===== src/rtl/mem_pkg.sv =====
// Shared constants, request bundle and address helper for the dual-port RAM.
package mem_pkg;

  localparam int unsigned MEM_DEPTH  = 16;
  localparam int unsigned MEM_DWIDTH = 8;
  localparam int unsigned MEM_AWIDTH = $clog2(MEM_DEPTH);

  // One port request: enable plus address.
  typedef struct packed {
    logic                  en;
    logic [MEM_AWIDTH-1:0] addr;
  } mem_req_t;

  // True when addr selects a real entry of a depth-entry array.
  function automatic logic addr_in_range(input int unsigned addr, input int unsigned depth);
    return addr < depth;
  endfunction

endpackage


===== src/rtl/mem_wr_tracker.sv =====
// Tracks which entries have been written since reset and how many distinct ones.
module mem_wr_tracker
  import mem_pkg::*;
#(
  parameter int unsigned DEPTH  = MEM_DEPTH,
  parameter int unsigned AWIDTH = $clog2(DEPTH)
) (
  input  logic              clk,
  input  logic              rst,
  input  logic              commit,
  input  logic [AWIDTH-1:0] addr,
  input  logic [AWIDTH-1:0] query_addr,
  output logic              is_written,
  output logic [AWIDTH:0]   occupancy
);

  // Flag vector covers the full address space so any query indexes legally;
  // flags at or above DEPTH are never set.
  localparam int unsigned NFLAGS = 1 << AWIDTH;
  localparam int unsigned CWIDTH = AWIDTH + 1;

  logic [NFLAGS-1:0] written;
  logic              accept;

  assign accept = commit && addr_in_range(32'(addr), DEPTH);

  // Set the flag on commit; count only first-time writes.
  always_ff @(posedge clk or posedge rst) begin
    if (rst) begin
      written   <= '0;
      occupancy <= '0;
    end else if (accept) begin
      written[addr] <= 1'b1;
      if (!written[addr]) begin
        occupancy <= occupancy + CWIDTH'(1);
      end
    end
  end

  assign is_written = written[query_addr];

endmodule


===== src/rtl/mem_dp_ram.sv =====
// Simple dual-port RAM: synchronous write port, registered read port with valid.
module mem_dp_ram
  import mem_pkg::*;
#(
  parameter int unsigned DEPTH  = MEM_DEPTH,
  parameter int unsigned DWIDTH = MEM_DWIDTH,
  parameter int unsigned AWIDTH = $clog2(DEPTH)
) (
  input  logic              clk,
  input  logic              rst,
  input  logic              wr_enbl,
  input  logic [AWIDTH-1:0] wr_addr,
  input  logic [DWIDTH-1:0] wr_data,
  input  logic              rd_enbl,
  input  logic [AWIDTH-1:0] rd_addr,
  output logic [DWIDTH-1:0] rd_data,
  output logic              rd_valid,
  output logic              rd_uninit,
  output logic              addr_err,
  output logic [AWIDTH:0]   occupancy
);

  logic [DWIDTH-1:0] mem [DEPTH];

  logic wr_ok;
  logic rd_ok;
  logic wr_commit;
  logic rd_take;
  logic collide;
  logic rd_written;

  assign wr_ok     = addr_in_range(32'(wr_addr), DEPTH);
  assign rd_ok     = addr_in_range(32'(rd_addr), DEPTH);
  assign wr_commit = wr_enbl && wr_ok;
  assign rd_take   = rd_enbl && rd_ok;
  assign collide   = wr_commit && rd_take && (wr_addr == rd_addr);

  mem_wr_tracker #(
    .DEPTH  (DEPTH),
    .AWIDTH (AWIDTH)
  ) u_tracker (
    .clk        (clk),
    .rst        (rst),
    .commit     (wr_commit),
    .addr       (wr_addr),
    .query_addr (rd_addr),
    .is_written (rd_written),
    .occupancy  (occupancy)
  );

  // Array write; contents are not reset, and reset blocks any commit.
  always_ff @(posedge clk) begin
    if (!rst && wr_commit) begin
      mem[wr_addr] <= wr_data;
    end
  end

  // Read register: write-first bypass, zero for never-written entries.
  always_ff @(posedge clk or posedge rst) begin
    if (rst) begin
      rd_data   <= '0;
      rd_valid  <= 1'b0;
      rd_uninit <= 1'b0;
      addr_err  <= 1'b0;
    end else begin
      addr_err <= (wr_enbl && !wr_ok) || (rd_enbl && !rd_ok);
      if (rd_take) begin
        rd_valid <= 1'b1;
        if (collide) begin
          rd_data   <= wr_data;
          rd_uninit <= 1'b0;
        end else if (!rd_written) begin
          rd_data   <= '0;
          rd_uninit <= 1'b1;
        end else begin
          rd_data   <= mem[rd_addr];
          rd_uninit <= 1'b0;
        end
      end else begin
        rd_valid  <= 1'b0;
        rd_uninit <= 1'b0;
      end
    end
  end

endmodule


===== config.mk =====
export PLATFORM = sky130hd
export DESIGN_NAME = mem_dp_ram
export DESIGN_NICKNAME = d
export VERILOG_FILES = /design/src/rtl/mem_pkg.sv /design/src/rtl/mem_wr_tracker.sv /design/src/rtl/mem_dp_ram.sv
export SDC_FILE = /design/constraint.sdc
export NUM_CORES = 1
export LEC_CHECK = 0
export BUFFER_PORTS_ARGS = -buffer_cell sky130_fd_sc_hd__buf_2
export CORE_UTILIZATION = 55
export DETAILED_ROUTE_END_ITERATION = 16
export PLACE_DENSITY_LB_ADDON = 0.2
export SYNTH_ARGS = -nofsm -noshare
export SYNTH_HDL_FRONTEND = slang
export SYNTH_SLANG_ARGS = --single-unit

===== constraint.sdc =====
create_clock -name clk -period 2.6 [get_ports clk]
set_clock_uncertainty 0.15 [all_clocks]
set_input_delay 0 -clock clk [delete_from_list [all_inputs] [get_ports clk]]
set_output_delay 0 -clock clk [all_outputs]
set_load 0.005 [all_outputs]

==> results_dict.tcl <==
set metrics [dict create \
    final_layout_size_suffix_gt1_share_pct 29.32 \
    numCtsBuffers 17 \
    cts_num_sinks 159 \
    portBuffers 34 \
    outcome "complete, no violations" \
    max-cap-violations 0 \
    fmaxAchievable_mhz 458.5 \
    cp_data_required_time_ns 2.57 \
    syn_nets 375 \
    post-route-util_pct 66.56 \
    path_class "in2reg" \
    slew_viol_final 0 \
    grt_pass1_wl_um 19460 \
    crit_fanout 14 \
    seq_area_frac_synth_pct 72.01 \
    synth_area_leaders "edfxtp_1, mux4_2, dfrtp_1" \
    synth_top_cell_area_share_pct 59.92 \
    period_minus_slack_ns 2.181 \
    clockBufferDepth 2 \
    setup_tns_ns 0 \
    synthCells 354 \
    die_area_sq_um 12100 \
    nets 448 \
    rows 39 \
    vias_per_cell 5.810 \
    hold_viol 0 \
    drtIter0Drc 266 \
    area_delta_synth_final_pct 17.96 \
    via_count 3387 \
    die_h_um 110.0 \
    core-area_sq_um 11370 \
    crit_chain "dlygate4sd3_1 -> buf_2 -> dlygate4sd3_1 -> inv_1 -> buf_4 -> nand2b_1 -> nor2_1 -> buf_4" \
    cts_tree "done" \
    synth-async-reset-ratio_pct 19.50 \
    top_level_ports 36 \
    critical_path.max_stage_delay_ns 0.54 \
    clk_pin_slew_ns 0.06 \
    power_density_nw_per_um2 757.1 \
    grt_usage_pct 23.52 \
    dp.cells 534 \
    synthTopCellsByCount "edfxtp_1, mux4_2, dfrtp_1, nor2_1, nand2_1" \
    setup_viol 0 \
    drc 0 \
    synth_edf_count 128 \
    slew_headroom_pct 59.93 \
    die_w_um 110.0 \
    postRouteAntennaNets 0 \
    power.total_mw 5.729 \
    grt_antenna_before_repair 0 \
    clock_latency_ns 0.42 \
    drt-total-wl_um 12300 \
    gp_congestion 0.8091 \
    overflow 0 \
    p_leak_nw 2.657 \
    synth.distinct_cells 31 \
    grt_pass1_vias 3436 \
    dpl.hpwl_um 8129 \
    cp-end-kind "flip-flop" \
    synth_area_sq_um 6415 \
    ys_seq_elements 159 \
    htree_levels 4 \
    worstPathArrival_ns 2.15 \
    whs_ns 0.1415 \
    r2r_slack_ns 0.46 \
    firstDrtPassIters 5 \
    crit_slowest_cell "dlygate4sd3_1" \
    irDropWorstVdd_uv 568.7 \
    yosysMostFrequentCell "edfxtp_1" \
    syn_avg_cell_area_sq_um 18.12 \
    crit_buf_inv 6 \
    post_cts_buffers 0 \
    period_share_pct 83.88 \
    grt_max_degree 33 \
    yosysTopAreaCell "edfxtp_1" \
    yosys_warnings 0 \
    hp-class "in2reg" \
    wl_per_cell_um 21.10 \
    n_antenna_cell 0 \
    worst-slew-pin-transition_ns 0.6011 \
    final_cells 583 \
    post_cts_resized 0 \
    start_util_pct 56.42 \
    rsz0062_at_grt "false" \
    worstSetupStartpointType "input port" \
    synth_top_flop_cell "edfxtp_1" \
    crit_family "buffers and inverters" \
    root_buffer "clkbuf_16" \
]
[state kept, by name, summed over array words and instances, names as in the netlist]
register             count
rd_valid                 1
rd_data                  8
u_tracker.occupancy      5
mem                    128
rd_uninit                1
u_tracker.written       16
[path summary, 6_finish.rpt]
path / to / start / depth (start not counted)
worst max-delay path: mem[6][6]$_DFFE_PP_ / rst / 8
worst min-delay path: rd_data[4]$_DFFE_PP0P_ / rd_addr[1] / 5
worst max register to register: u_tracker.occupancy[1]$_DFFE_PP0P_ / u_tracker.written[3]$_DFFE_PP0P_ / 4
worst min register to register: u_tracker.occupancy[4]$_DFFE_PP0P_ / u_tracker.occupancy[4]$_DFFE_PP0P_ / 1
max in group asynchronous: rd_data[5]$_DFFE_PP0P_ / rst / 5
min in group asynchronous: u_tracker.written[10]$_DFFE_PP0P_ / rst / 4
[cell families (layout without fill, tap and decap cells)]
| kind of cell | after synthesis | count (layout) | share of synthesized area [%] |
|---|---|---|---|
| XOR/XNOR | 8 | 8 | 1.092 |
| AO/OA/AOI/OAI | 42 | 42 | 4.798 |
| flip-flops | 159 | 159 | 72.01 |
| buffers and inverters | 25 | 111 | 1.736 |
| AND/OR/NAND/NOR | 76 | 76 | 5.481 |
| adder cells (fa/ha/maj) | 1 | 1 | 0.1950 |
| other | 1 | 1 | 0.05846 |
| multiplexers | 42 | 42 | 14.63 |
[power breakdown]
group / switching, mW / leakage [nW] / internal (mW)
Sequential: 0.0848 / 1.49 / 2.88
Combinational: 0.257 / 0.902 / 0.266
Clock: 0.895 / 0.263 / 1.35
[layout by cell type, fill, tap and decap left out]
master,netlist,layout
inv_1,4,4
or3b_2,1,1
o31ai_1,3,3
a41o_1,1,1
nor2b_1,2,2
nor2_1,27,27
bufinv_16,0,1
clkbuf_8,0,2
clkinv_2,0,4
edfxtp_1,128,128
nand2b_1,4,4
a22oi_1,18,18
nor2_2,2,2
dlygate4sd3_1,0,17
xor2_1,6,6
clkbuf_1,10,5
buf_4,1,23
nand3b_1,2,2
mux2_4,1,1
buf_2,5,34
ha_1,1,1
mux4_2,41,41
xnor2_1,2,2
o21bai_1,12,12
nand2_1,21,21
clkbuf_16,0,17
clkinvlp_4,0,1
nand2b_4,1,1
a31oi_1,8,8
conb_1,1,1
dfrtp_1,31,31
nand3_1,12,12
and3_1,2,2
clkinv_1,0,2
and2_1,1,1
nor3_1,1,1
buf_12,0,1
[cell type report]
type / count / area [sq um]
tap: 143 / 178.9
fill: 783 / 3802
sequential: 159 / 4619
clock buffer: 24 / 471.7
clock inverter: 8 / 65.06
inverter: 4 / 15.01
multi-input combinational: 170 / 1684
timing repair buffer: 75 / 533.0
[routing by layer]
metal | global-route usage (%) | up-vias | wire (um) | part of all wire, %
met5 | 0 | - | 0 | 0
met4 | 10.10 | 0 | 136 | 1.1
met3 | 6.408 | 15 | 726 | 5.9
met2 | 35.80 | 104 | 6024 | 49
met1 | 32.30 | 1717 | 5415 | 44
li1 | - | 1551 | - | -
[timing repair]
action	CTS	global route
endpoints found under the setup margin	0	0
endpoints found under the hold margin	189	0
hold buffers	17	0
[tightest hold or removal path: stages]
cell and delay, ns:
buf_2 0.13, xnor2_1 0.08, and3_1 0.28, nand2_1 0.11, a31oi_1 0.08
[metrics by stage]
stage | instance area (sq um) | setup WS (ns)
global placement | 6860 | 0.5003
floorplan | 6415 | 0.5745
finish | 7567 | 0.4191
CTS | 7567 | 0.4267
detailed placement | 6860 | 0.4757
global route | 7567 | 0.2959
Note: power is estimated with default switching activity, not from simulation.
